## src/rtl/decode_stage.sv

```systemverilog
// RV32I decode stage: combinational decode into a valid/ready pipeline register,
// with a RUN/HOLD/SLEEP FSM that serialises trap-class and WFI instructions.
module decode_stage #(
    parameter bit M_EXT  = 1'b1,
    parameter bit CSR_EN = 1'b1
) (
    input  logic        clk,
    input  logic        rst_n,
    input  logic        in_valid,
    output logic        in_ready,
    input  logic [31:0] in_instruction,
    input  logic [31:0] in_pc,
    output logic        out_valid,
    input  logic        out_ready,
    output logic [31:0] out_instruction,
    output logic [31:0] out_pc,
    output logic        op1sel,
    output logic        op2sel,
    output logic        reg_write_en,
    output logic [1:0]  wb_sel,
    output logic [4:0]  aluop,
    output logic [2:0]  branch_jump,
    output logic [2:0]  imm_sel,
    output logic [3:0]  read_write,
    output logic        csr_en,
    output logic        ecall,
    output logic        ebreak,
    output logic        mret,
    output logic        dret,
    output logic        wfi,
    output logic        illegal,
    input  logic        flush_i,
    input  logic        irq_pending_i,
    output logic        sleeping_o
);

    localparam int unsigned XLEN = 32;

    localparam logic [6:0] OPC_LUI    = 7'b0110111;
    localparam logic [6:0] OPC_AUIPC  = 7'b0010111;
    localparam logic [6:0] OPC_JAL    = 7'b1101111;
    localparam logic [6:0] OPC_JALR   = 7'b1100111;
    localparam logic [6:0] OPC_BRANCH = 7'b1100011;
    localparam logic [6:0] OPC_LOAD   = 7'b0000011;
    localparam logic [6:0] OPC_STORE  = 7'b0100011;
    localparam logic [6:0] OPC_OPIMM  = 7'b0010011;
    localparam logic [6:0] OPC_OP     = 7'b0110011;
    localparam logic [6:0] OPC_SYSTEM = 7'b1110011;

    // imm_sel: 0 none, 1 I, 2 S, 3 B, 4 U, 5 J.  branch_jump: 0 none, 1 branch, 2 JAL, 3 JALR.
    // read_write: 0 none, 1 LB, 2 LH, 3 LW, 4 LBU, 5 LHU, 6 SB, 7 SH, 8 SW.
    typedef struct packed {
        logic       op1sel;
        logic       op2sel;
        logic       reg_write_en;
        logic [1:0] wb_sel;
        logic [4:0] aluop;
        logic [2:0] branch_jump;
        logic [2:0] imm_sel;
        logic [3:0] read_write;
        logic       csr_en;
        logic       ecall;
        logic       ebreak;
        logic       mret;
        logic       dret;
        logic       wfi;
        logic       illegal;
    } ctrl_t;

    typedef enum logic [1:0] {ST_RUN, ST_HOLD, ST_SLEEP} state_t;

    logic [6:0]  opcode;
    logic [2:0]  funct3;
    logic [6:0]  funct7;
    logic [11:0] imm12;
    logic        is_shift;
    ctrl_t       dec;
    ctrl_t       ctrl_q;
    state_t      state;
    logic        ready_en;
    logic        serial_q;
    logic        load;

    assign opcode   = in_instruction[6:0];
    assign funct3   = in_instruction[14:12];
    assign funct7   = in_instruction[31:25];
    assign imm12    = in_instruction[31:20];
    assign is_shift = (funct3[1:0] == 2'b01);

    // Control-field decode of the incoming word.
    always_comb begin
        dec = '0;
        unique case (opcode)
            OPC_LUI: begin
                dec.op2sel = 1'b1; dec.reg_write_en = 1'b1; dec.wb_sel = 2'd2; dec.imm_sel = 3'd4;
            end
            OPC_AUIPC: begin
                dec.op1sel = 1'b1; dec.op2sel = 1'b1; dec.reg_write_en = 1'b1; dec.imm_sel = 3'd4;
            end
            OPC_JAL: begin
                dec.op1sel = 1'b1; dec.op2sel = 1'b1; dec.reg_write_en = 1'b1;
                dec.wb_sel = 2'd3; dec.branch_jump = 3'd2; dec.imm_sel = 3'd5;
            end
            OPC_JALR: begin
                dec.op2sel = 1'b1; dec.reg_write_en = 1'b1;
                dec.wb_sel = 2'd3; dec.branch_jump = 3'd3; dec.imm_sel = 3'd1;
            end
            OPC_BRANCH: begin
                dec.branch_jump = 3'd1; dec.imm_sel = 3'd3;
            end
            OPC_LOAD: begin
                dec.op2sel = 1'b1; dec.reg_write_en = 1'b1; dec.wb_sel = 2'd1; dec.imm_sel = 3'd1;
                unique case (funct3)
                    3'b000:  dec.read_write = 4'd1;
                    3'b001:  dec.read_write = 4'd2;
                    3'b010:  dec.read_write = 4'd3;
                    3'b100:  dec.read_write = 4'd4;
                    3'b101:  dec.read_write = 4'd5;
                    default: dec.read_write = 4'd0;
                endcase
            end
            OPC_STORE: begin
                dec.op2sel = 1'b1; dec.imm_sel = 3'd2;
                unique case (funct3)
                    3'b000:  dec.read_write = 4'd6;
                    3'b001:  dec.read_write = 4'd7;
                    3'b010:  dec.read_write = 4'd8;
                    default: dec.read_write = 4'd0;
                endcase
            end
            OPC_OPIMM: begin
                dec.op2sel = 1'b1; dec.reg_write_en = 1'b1; dec.imm_sel = 3'd1;
                dec.aluop  = {funct3, is_shift & funct7[5], is_shift & funct7[0]};
            end
            OPC_OP: begin
                dec.reg_write_en = 1'b1;
                dec.aluop = {funct3, funct7[5], funct7[0]};
                if (!((funct7 == 7'b0000000) ||
                      (funct7 == 7'b0100000 && (funct3 == 3'b000 || funct3 == 3'b101)) ||
                      (funct7 == 7'b0000001 && M_EXT))) begin
                    dec.illegal = 1'b1;
                end
            end
            OPC_SYSTEM: begin
                if (funct3 == 3'b000) begin
                    unique case (imm12)
                        12'h000: dec.ecall  = 1'b1;
                        12'h001: dec.ebreak = 1'b1;
                        12'h302: dec.mret   = 1'b1;
                        12'h7B2: dec.dret   = 1'b1;
                        12'h105: dec.wfi    = 1'b1;
                        default: dec.illegal = 1'b1;
                    endcase
                end else begin
                    dec.imm_sel = 3'd1; dec.reg_write_en = 1'b1; dec.csr_en = 1'b1;
                    if (funct3 == 3'b100 || !CSR_EN) begin
                        dec.illegal = 1'b1;
                    end
                end
            end
            default: dec.illegal = 1'b1;
        endcase
        // An illegal word travels down the pipe but must not cause side effects.
        if (dec.illegal) begin
            dec.reg_write_en = 1'b0;
            dec.read_write   = 4'd0;
            dec.csr_en       = 1'b0;
            dec.ecall        = 1'b0;
            dec.ebreak       = 1'b0;
            dec.mret         = 1'b0;
            dec.dret         = 1'b0;
            dec.wfi          = 1'b0;
        end
    end

    assign serial_q = ctrl_q.ecall | ctrl_q.ebreak | ctrl_q.mret |
                      ctrl_q.dret  | ctrl_q.wfi    | ctrl_q.illegal;
    assign in_ready = ready_en && (state == ST_RUN) && (!out_valid || (out_ready && !serial_q));
    assign load     = in_valid && in_ready;

    // Pipeline register; flush beats a coincident load.
    always_ff @(posedge clk or negedge rst_n) begin
        if (!rst_n) begin
            out_valid       <= 1'b0;
            ctrl_q          <= '0;
            out_instruction <= '0;
            out_pc          <= '0;
        end else if (flush_i) begin
            out_valid <= 1'b0;
        end else if (load) begin
            out_valid       <= 1'b1;
            ctrl_q          <= dec;
            out_instruction <= XLEN'(in_instruction);
            out_pc          <= XLEN'(in_pc);
        end else if (out_ready) begin
            out_valid <= 1'b0;
        end
    end

    // Serialisation FSM; ready_en keeps in_ready low until the first edge after reset.
    always_ff @(posedge clk or negedge rst_n) begin
        if (!rst_n) begin
            state    <= ST_RUN;
            ready_en <= 1'b0;
        end else begin
            ready_en <= 1'b1;
            if (flush_i) begin
                state <= ST_RUN;
            end else begin
                unique case (state)
                    ST_RUN: begin
                        if (out_valid && out_ready && serial_q) begin
                            state <= ctrl_q.wfi ? ST_SLEEP : ST_HOLD;
                        end
                    end
                    ST_HOLD:  state <= ST_HOLD;
                    ST_SLEEP: if (irq_pending_i) state <= ST_RUN;
                    default:  state <= ST_RUN;
                endcase
            end
        end
    end

    assign sleeping_o   = (state == ST_SLEEP);
    assign op1sel       = ctrl_q.op1sel;
    assign op2sel       = ctrl_q.op2sel;
    assign reg_write_en = ctrl_q.reg_write_en;
    assign wb_sel       = ctrl_q.wb_sel;
    assign aluop        = ctrl_q.aluop;
    assign branch_jump  = ctrl_q.branch_jump;
    assign imm_sel      = ctrl_q.imm_sel;
    assign read_write   = ctrl_q.read_write;
    assign csr_en       = ctrl_q.csr_en;
    assign ecall        = ctrl_q.ecall;
    assign ebreak       = ctrl_q.ebreak;
    assign mret         = ctrl_q.mret;
    assign dret         = ctrl_q.dret;
    assign wfi          = ctrl_q.wfi;
    assign illegal      = ctrl_q.illegal;

endmodule

```

## config.mk

```make
export PLATFORM = sky130hd
export DESIGN_NAME = decode_stage
export DESIGN_NICKNAME = d
export VERILOG_FILES = /design/src/rtl/decode_stage.sv
export SDC_FILE = /design/constraint.sdc
export NUM_CORES = 1
export LEC_CHECK = 0
export ABC_AREA = 1
export BUFFER_PORTS_ARGS = -buffer_cell sky130_fd_sc_hd__buf_4
export CAP_MARGIN = 20
export CORE_MARGIN = 1
export CORE_UTILIZATION = 48
export DETAILED_ROUTE_END_ITERATION = 10
export PLACE_DENSITY = 0.79
export SETUP_SLACK_MARGIN = 0.3
export SLEW_MARGIN = 5
export SYNTH_ARGS = -nofsm -noshare
export SYNTH_HDL_FRONTEND = slang
export SYNTH_SLANG_ARGS = --single-unit
```

## constraint.sdc

```tcl
create_clock -name clk -period 1.87 [get_ports clk]
set_clock_uncertainty 0.1 [all_clocks]
set_input_delay 0.187 -clock clk [delete_from_list [all_inputs] [get_ports clk]]
set_output_delay 0.187 -clock clk [all_outputs]
set_load 0.1 [all_outputs]
```

==> impl_metrics.env, run 1 <==
export IMPL_yosysTopAreaCellShare=0.572
export IMPL_synth_avg_cell_area_sq_um=8.19
export IMPL_clock_sinks=94
export IMPL_io_buffers=162
export IMPL_yosys_area_share_simple=0.304
export IMPL_gp_congestion=0.844
export IMPL_grt_max_degree=39
export IMPL_haltStage="global routing (5_1_grt)"
export IMPL_synth_edff_count=0
export IMPL_async_reset_ff_frac=1.00
export IMPL_muxShareOfSynthArea=0
export IMPL_syn_cell_area_sq_mm=0.00411
export IMPL_synth_xor_area_frac=0
export IMPL_synth_top_cell_by_area="dfrtp_1"
export IMPL_ys_ff_latch=94
export IMPL_synth_distinct_cells=29
export IMPL_synth_cells=502
export IMPL_postGrtWorstEndpoint="reg_write_en$_DFFE_PN0P_/D"
export IMPL_synth_top_family_by_area="simple AND/OR/NAND/NOR gates"
export IMPL_start_util=0.498
export IMPL_h_tree_depth=3
export IMPL_ys_warn_count=0
export IMPL_synth_main_ff_cell="dfrtp_1"
export IMPL_synth_compound_area_frac=0.0633
export IMPL_die_w_um=94.5
export IMPL_run_stop_error="[ERROR DPL-0038] Utilization greater than 100%, impossible to legalize"
export IMPL_ctsRootBufferMaster="clkbuf_8"
export IMPL_synth_fa_ha_area_frac=0
export IMPL_status="did not finish"
export IMPL_clk_path_buf_depth=2
export IMPL_cts_buffers=9
export IMPL_die_h_um=94.5
export IMPL_synth_net_count=572
export IMPL_placementRows=33
export IMPL_ys_seq_area_frac=0.572
export IMPL_synthTopCellsByArea="dfrtp_1 57%, nand2_1 23%, nor2_1 3.0%"
export IMPL_pin_count=164
export IMPL_worst_ep_kind="register data pin"
export IMPL_dp_hpwl_um=7900
[metrics by stage]
step	hold slack, ns	instances	cell area (sq um)	utilization	setup slack, ns
global placement	0.0896	758	5490	0.665	0.115
detailed placement	0.0993	758	5490	0.665	0.0463
floorplan	-0.209	502	4180	-	0.196
CTS	0.0110	882	7470	0.905	0.0944
[cells by family after synthesis]
family                 count (synthesis)
AO/OA/AOI/OAI                         43
buffers and inverters                 51
flip-flops                            94
other                                  2
AND/OR/NAND/NOR                      312
[cells in the mapped netlist (2+ instances only)]
master	instances
a21oi_1	4
a2bb2oi_1	3
buf_2	9
buf_4	4
buf_6	3
clkbuf_1	3
conb_1	2
dfrtp_1	94
inv_1	28
inv_2	4
nand2_1	250
nand3_1	14
nand3_2	4
nand4_1	2
nor2_1	33
nor2_2	3
nor3_1	2
o211ai_1	2
o21a_1	3
o21ai_0	15
o21ai_1	7
o31ai_1	6
[timing repair]
action	4_1_cts
endpoints found under the setup margin	89
hold buffers	59
pin swaps	29
setup buffers	30
cloned	19
hold endpoints to repair	94
resized for setup	138
==> run 2: changes to the inputs <==
--- a/config.mk
+++ b/config.mk
@@ -9,10 +9,9 @@
 export BUFFER_PORTS_ARGS = -buffer_cell sky130_fd_sc_hd__buf_4
 export CAP_MARGIN = 20
 export CORE_MARGIN = 1
-export CORE_UTILIZATION = 48
+export CORE_UTILIZATION = 40
 export DETAILED_ROUTE_END_ITERATION = 10
-export PLACE_DENSITY = 0.79
-export SETUP_SLACK_MARGIN = 0.3
+export PLACE_DENSITY_LB_ADDON = 0.15
 export SLEW_MARGIN = 5
 export SYNTH_ARGS = -nofsm -noshare
 export SYNTH_HDL_FRONTEND = slang
==> run 2 against run 1 <==
Compared with the run above: the run now ends clean; synthesized cell count stayed put; area after synthesis is the same.
==> impl_metrics.env, run 2 <==
export IMPL_top_layer="met4"
export IMPL_p_leak_nw=3.41
export IMPL_min_to="state[1]$_DFFE_PN0P_"
export IMPL_start_util=0.417
export IMPL_areaGrowthSynthToFinish_pct=53.9
export IMPL_placementRows=36
export IMPL_die_h_um=103
export IMPL_wirelength_um=11400
export IMPL_synthTopCellsByArea="dfrtp_1 57%, nand2_1 23%, nor2_1 3.0%"
export IMPL_setup_viol=0
export IMPL_pin_count=164
export IMPL_hold_path_startpoint="irq_pending_i"
export IMPL_tns_ns=0
export IMPL_globalRouteOverflowTotal=0
export IMPL_dr_pass1_iters=4
export IMPL_holdCritPathClass="in2reg"
export IMPL_drive_above_1_share=0.289
export IMPL_ys_seq_area_frac=0.572
export IMPL_holdPathStages=4
export IMPL_io_buffers=162
export IMPL_p_switching_mw=6.88
export IMPL_synth_net_count=572
export IMPL_wl_met1_um=4920
export IMPL_p_per_area_mw_per_mm2=1870
export IMPL_rsz0062_at_grt="false"
export IMPL_antenna_left=0
export IMPL_fp_dieArea_sq_mm=0.0107
export IMPL_final_common_cell="nand2_1"
export IMPL_grt_usage=0.216
export IMPL_clock_sinks=94
export IMPL_intPower_mw=4.93
export IMPL_synth_most_common_cell="nand2_1"
export IMPL_r2r_start="state[0]$_DFFE_PN0P_"
export IMPL_critical_path_max_stage_delay_ns=0.42
export IMPL_synth_common_cells="250 x nand2_1, 94 x dfrtp_1, 33 x nor2_1"
export IMPL_hold_viol=0
export IMPL_status="finished clean"
export IMPL_fin_crit_sh=0.945
export IMPL_antenna_found_initial=0
export IMPL_h_tree_depth=3
export IMPL_cts_buffers=9
export IMPL_start_kind="flop"
export IMPL_final_cell_mix="249 x nand2_1, 165 x buf_4, 87 x dfrtp_1"
export IMPL_synth_avg_cell_area_sq_um=8.19
export IMPL_ys_ff_latch=94
export IMPL_vias_per_cell=4.66
export IMPL_layout_nets=791
export IMPL_required_ns=1.58
export IMPL_synth_top_cell_by_area="dfrtp_1"
export IMPL_die_w_um=103
export IMPL_min_period_ns=1.77
export IMPL_gp_congestion=0.849
export IMPL_synth_distinct_cells=29
export IMPL_fmax_ghz=0.566
export IMPL_path_max_fanout=3
export IMPL_r2r_end="reg_write_en$_DFFE_PN0P_"
export IMPL_worst_path_max_delay_cell="dfrtp_1"
export IMPL_route_met3_wl_um=769
export IMPL_num_vias=3999
export IMPL_first_iter_violations=137
export IMPL_drc=0
export IMPL_crit_chain="nor2_2 -> and3_4 -> nand2_1 -> clkinvlp_4 -> buf_8"
export IMPL_core_sq_mm=0.00986
export IMPL_grt_pass1_vias=3790
export IMPL_antenna_cells=0
export IMPL_cap_violations=0
export IMPL_clkSlewWorstSetupHoldPaths_ns=0.09
export IMPL_wl_met2_um=5550
export IMPL_grt_first_pass_wirelength_um=17700
export IMPL_synth_main_ff_cell="dfrtp_1"
export IMPL_cts_tree="yes"
export IMPL_endpoint_kind="output port"
export IMPL_p_sw_frac=0.583
export IMPL_yosysTopAreaCellShare=0.572
export IMPL_ys_warn_count=0
export IMPL_slew_viol_final=0
export IMPL_clk_path_buf_depth=2
export IMPL_worstRegToRegCells=8
export IMPL_path_class="reg2out"
export IMPL_clock_power_share=0.135
export IMPL_grt_max_degree=52
export IMPL_async_reset_ff_frac=1.00
export IMPL_ir_drop_mv=1.54
export IMPL_ctsRootBufferMaster="clkbuf_8"
export IMPL_seq_power_share=0.261
export IMPL_arrival_ns=1.48
export IMPL_final_core_util=0.641
export IMPL_synth_cells=502
export IMPL_wl_per_cell_um=13.2
export IMPL_dp_hpwl_um=7690
export IMPL_synth_edff_count=0
export IMPL_syn_cell_area_sq_mm=0.00411
export IMPL_clkLatencyLatePin_ns=0.37
export IMPL_pwr_share_comb=0.604
export IMPL_regToRegSetupSlack_ns=0.16
[run 2: cell families (layout without fill, tap and decap cells)]
family                 count (synthesis)  in the layout  synth area share
buffers and inverters                 51            275            0.0585
other                                  2              2           0.00183
AND/OR/NAND/NOR                      312            312             0.304
AO/OA/AOI/OAI                         43             43            0.0633
flip-flops                            94             94             0.572
[run 2: power by group through the flow]
| stage | registers [mW] | logic (mW) | clock network [mW] |
|---|---|---|---|
| 6_report | 3.08 | 7.13 | 1.59 |
| 3_3_place_gp | 3.09 | 7.00 | 0 |
| 3_5_place_dp | 3.10 | 7.04 | 0 |
| 2_1_floorplan | 7.88 | 0.694 | 0 |
| 4_1_cts | 3.08 | 7.14 | 1.62 |
| 5_1_grt | 3.15 | 7.41 | 1.69 |
[run 2: per-layer routing]
| metal | track usage | up-vias |
|---|---|---|
| met1 | 0.267 | 1879 |
| met4 | 0.0856 | 0 |
| met2 | 0.355 | 118 |
| li1 | - | 1991 |
| met3 | 0.0652 | 11 |
| met5 | 0 | - |
[run 2: how the worst max path moves through the flow]
stage | slack, ns | endpoint | from | cells past startpoint
after floorplan | 0.1 | in_ready | ecall$_DFFE_PN0P_ | 5
after global placement | 0.19 | reg_write_en$_DFFE_PN0P_ | dret$_DFFE_PN0P_ | 9
after detailed placement | 0.14 | ebreak$_DFFE_PN0P_ | state[0]$_DFFE_PN0P_ | 5
after CTS | 0.03 | in_ready | state[0]$_DFFE_PN0P_ | 5
after global routing | 0.009 | in_ready | dret$_DFFE_PN0P_ | 6
final | 0.10 | in_ready | state[0]$_DFFE_PN0P_ | 5
[run 2: repair_timing]
action	CTS	global route
hold buffers	57	0
setup endpoints to repair	1	9
buffers inserted	0	0
gates resized for setup	1	4
cloned	0	1
hold endpoints to repair	91	0
[run 2: through the flow]
step	setup WS, ns	instance area, sq um	instances	hold WS [ns]	total power [mW]
detailed placement	0.138	5470	785	0.0785	10.1
global placement	0.187	5470	785	0.0771	10.1
global route	0.00940	6320	859	0.0116	12.3
finish	0.103	6320	859	0.0149	11.8
CTS	0.0345	6280	858	0.00761	11.8
floorplan	0.0988	4120	502	-0.209	8.57
[run 2: critical path: cells and delay by family, from the launching register on]
family / cells / cell delay, ns
buffers and inverters: 2 / 0.27
flip-flops: 1 / 0.42
AND/OR/NAND/NOR: 3 / 0.43
[run 2: area by class of cell]
type | count | area [sq um]
Clock buffer | 9 | 124
Clock inverter | 7 | 113
Fill cell | 835 | 3540
Inverter | 32 | 124
Multi-Input combinational cell | 357 | 1530
Sequential cell | 94 | 2360
Tap cell | 133 | 166
Timing Repair Buffer | 227 | 1900
(Power assumes the default switching activity.)
==> run 3: changes to the inputs <==
--- a/config.mk
+++ b/config.mk
@@ -9,8 +9,9 @@
 export BUFFER_PORTS_ARGS = -buffer_cell sky130_fd_sc_hd__buf_4
 export CAP_MARGIN = 20
 export CORE_MARGIN = 1
-export CORE_UTILIZATION = 40
+export CORE_UTILIZATION = 48
 export DETAILED_ROUTE_END_ITERATION = 10
+export GPL_TIMING_DRIVEN = 0
 export PLACE_DENSITY_LB_ADDON = 0.15
 export SLEW_MARGIN = 5
 export SYNTH_ARGS = -nofsm -noshare
==> run 3 against run 2 <==
Compared with the run above: sequential cell count is the same; worst setup slack gained 0.0011 ns; critical path depth is the same; worst hold slack lost 0.00099 ns; clock-buffer cell count grew 2; routed wire length grew 2.6%; combinational power grew 0.6%; die area shrank 16%; clock power shrank 26%; total power shrank 3.2%; register-to-register slack lost 0.05 ns; non-clock buffer count grew 10; critical path type unchanged; largest power group unchanged; highest routed layer unchanged.
==> impl_metrics.env, run 3 (synthesized netlist as in run 2, its figures left out) <==
export IMPL_status="finished clean"
export IMPL_rsz0062_at_grt="true"
export IMPL_num_vias=4176
export IMPL_path_max_fanout=3
export IMPL_clock_sinks=94
export IMPL_die_w_um=94.5
export IMPL_drc=0
export IMPL_clkSlewWorstSetupHoldPaths_ns=0.09
export IMPL_clk_path_buf_depth=2
export IMPL_die_h_um=94.5
export IMPL_maxSlewHeadroom=0.649
export IMPL_h_tree_depth=3
export IMPL_total_power_mw=11.4
export IMPL_required_ns=1.58
export IMPL_wirelength_um=11700
export IMPL_p_per_area_mw_per_mm2=1840
export IMPL_tns_ns=0
export IMPL_gp_congestion=0.866
export IMPL_fin_area_sq_mm=0.00623
export IMPL_p_leak_nw=3.39
export IMPL_grt_usage=0.273
export IMPL_grt_max_degree=58
export IMPL_cap_violations=0
export IMPL_placementRows=33
export IMPL_arrival_ns=1.48
export IMPL_vias_per_cell=4.97
export IMPL_areaGrowthSynthToFinish_pct=51.6
export IMPL_hold_viol=0
export IMPL_endpoint_kind="output port"
export IMPL_fp_dieArea_sq_mm=0.00893
export IMPL_layout_nets=801
export IMPL_antenna_cells=0
export IMPL_clkLatencyLatePin_ns=0.35
export IMPL_cts_tree="yes"
export IMPL_worst_path_max_delay_cell="dfrtp_1"
export IMPL_drive_above_1_share=0.293
export IMPL_slew_viol_final=0
export IMPL_worst_pin_slew_ns=0.527
export IMPL_io_buffers=162
export IMPL_crit_chain="nor2_2 -> and3_1 -> nand2_1 -> clkinvlp_4 -> buf_8"
export IMPL_holdCritPathClass="in2reg"
export IMPL_min_period_ns=1.77
export IMPL_setup_viol=0
export IMPL_ctsRootBufferMaster="clkbuf_8"
export IMPL_final_common_cell="nand2_1"
export IMPL_grt_pass1_vias=4130
export IMPL_wl_per_cell_um=13.9
export IMPL_ir_drop_mv=1.37
export IMPL_first_iter_violations=201
export IMPL_core_sq_mm=0.00826
export IMPL_final_cell_mix="250 x nand2_1, 165 x buf_4, 87 x dfrtp_1"
export IMPL_start_util=0.498
export IMPL_pin_count=164
export IMPL_critical_path_max_stage_delay_ns=0.42
export IMPL_dp_hpwl_um=7990
export IMPL_start_kind="flop"
export IMPL_path_class="reg2out"
export IMPL_grt_first_pass_wirelength_um=18900
export IMPL_cts_buffers=9
export IMPL_final_core_util=0.754
export IMPL_globalRouteOverflowTotal=0
export IMPL_antenna_left=0
export IMPL_fin_crit_sh=0.945
export IMPL_fmax_ghz=0.566
export IMPL_dr_pass1_iters=4
export IMPL_placed_cell_area_sq_mm=0.00550
export IMPL_post_cts_buffers=0
export IMPL_antenna_found_initial=0
run 3: path summary, 6_finish.rpt:
path                                                start                               to  slack, ns  cells after the start
setup / recovery                     state[0]$_DFFE_PN0P_                         in_ready       0.10                      5
hold / removal                         in_instruction[14]  out_instruction[14]$_DFFE_PN0P_       0.01                      3
setup reg to reg                     state[0]$_DFFE_PN0P_           out_pc[26]$_DFFE_PN0P_       0.11                      8
hold reg to reg            out_instruction[7]$_DFFE_PN0P_   out_instruction[7]$_DFFE_PN0P_       0.39                      2
max in group asynchronous                           rst_n         reg_write_en$_DFFE_PN0P_       0.77                      3
min in group asynchronous                           rst_n               ready_en$_DFF_PN0_       0.24                      2
run 3: timing repair:
action / in CTS / in global routing
endpoints found under the hold margin: 92 / 0
hold buffers: 55 / 0
gates resized for setup: 0 / 3
endpoints found under the setup margin: 0 / 15
run 3: per-layer routing:
metal	part of all wire	up-vias	track usage
li1	-	2009	-
met1	0.41	1983	0.338
met2	0.49	160	0.465
met3	0.070	24	0.0652
met4	0.025	0	0.0985
met5	0	-	0
run 3: stage by stage:
stage               hold WS, ns  worst slack (ns)  std cells
floorplan                -0.209            0.0988        502
global placement          0.280             0.169        769
detailed placement       0.0913             0.135        770
CTS                     0.00180            0.0181        841
global route             0.0359           -0.0200        841
finish                   0.0139             0.104        841
run 3: area by class of cell:
class	instances	area, sq um
clock buffer	11	131
multi-input combinational	357	1520
fill	606	2030
sequential	94	2360
buffer	19	120
timing repair buffer	218	1800
tap	105	131
inverter	32	124
clock inverter	5	36.3
run 3: report_power, final:
| part | leakage [nW] | switching, mW | total [mW] | internal (mW) |
|---|---|---|---|---|
| clock network | 0.0755 | 0.690 | 1.18 | 0.485 |
| logic | 2.13 | 5.81 | 7.17 | 1.36 |
| registers | 1.19 | 0.392 | 3.08 | 2.69 |
run 3: worst max-delay path: cells and delay by family (launching register included):
| kind | cells | cell delay [ns] |
|---|---|---|
| flops | 1 | 0.42 |
| buf+inv | 2 | 0.27 |
| simple gates | 3 | 0.44 |
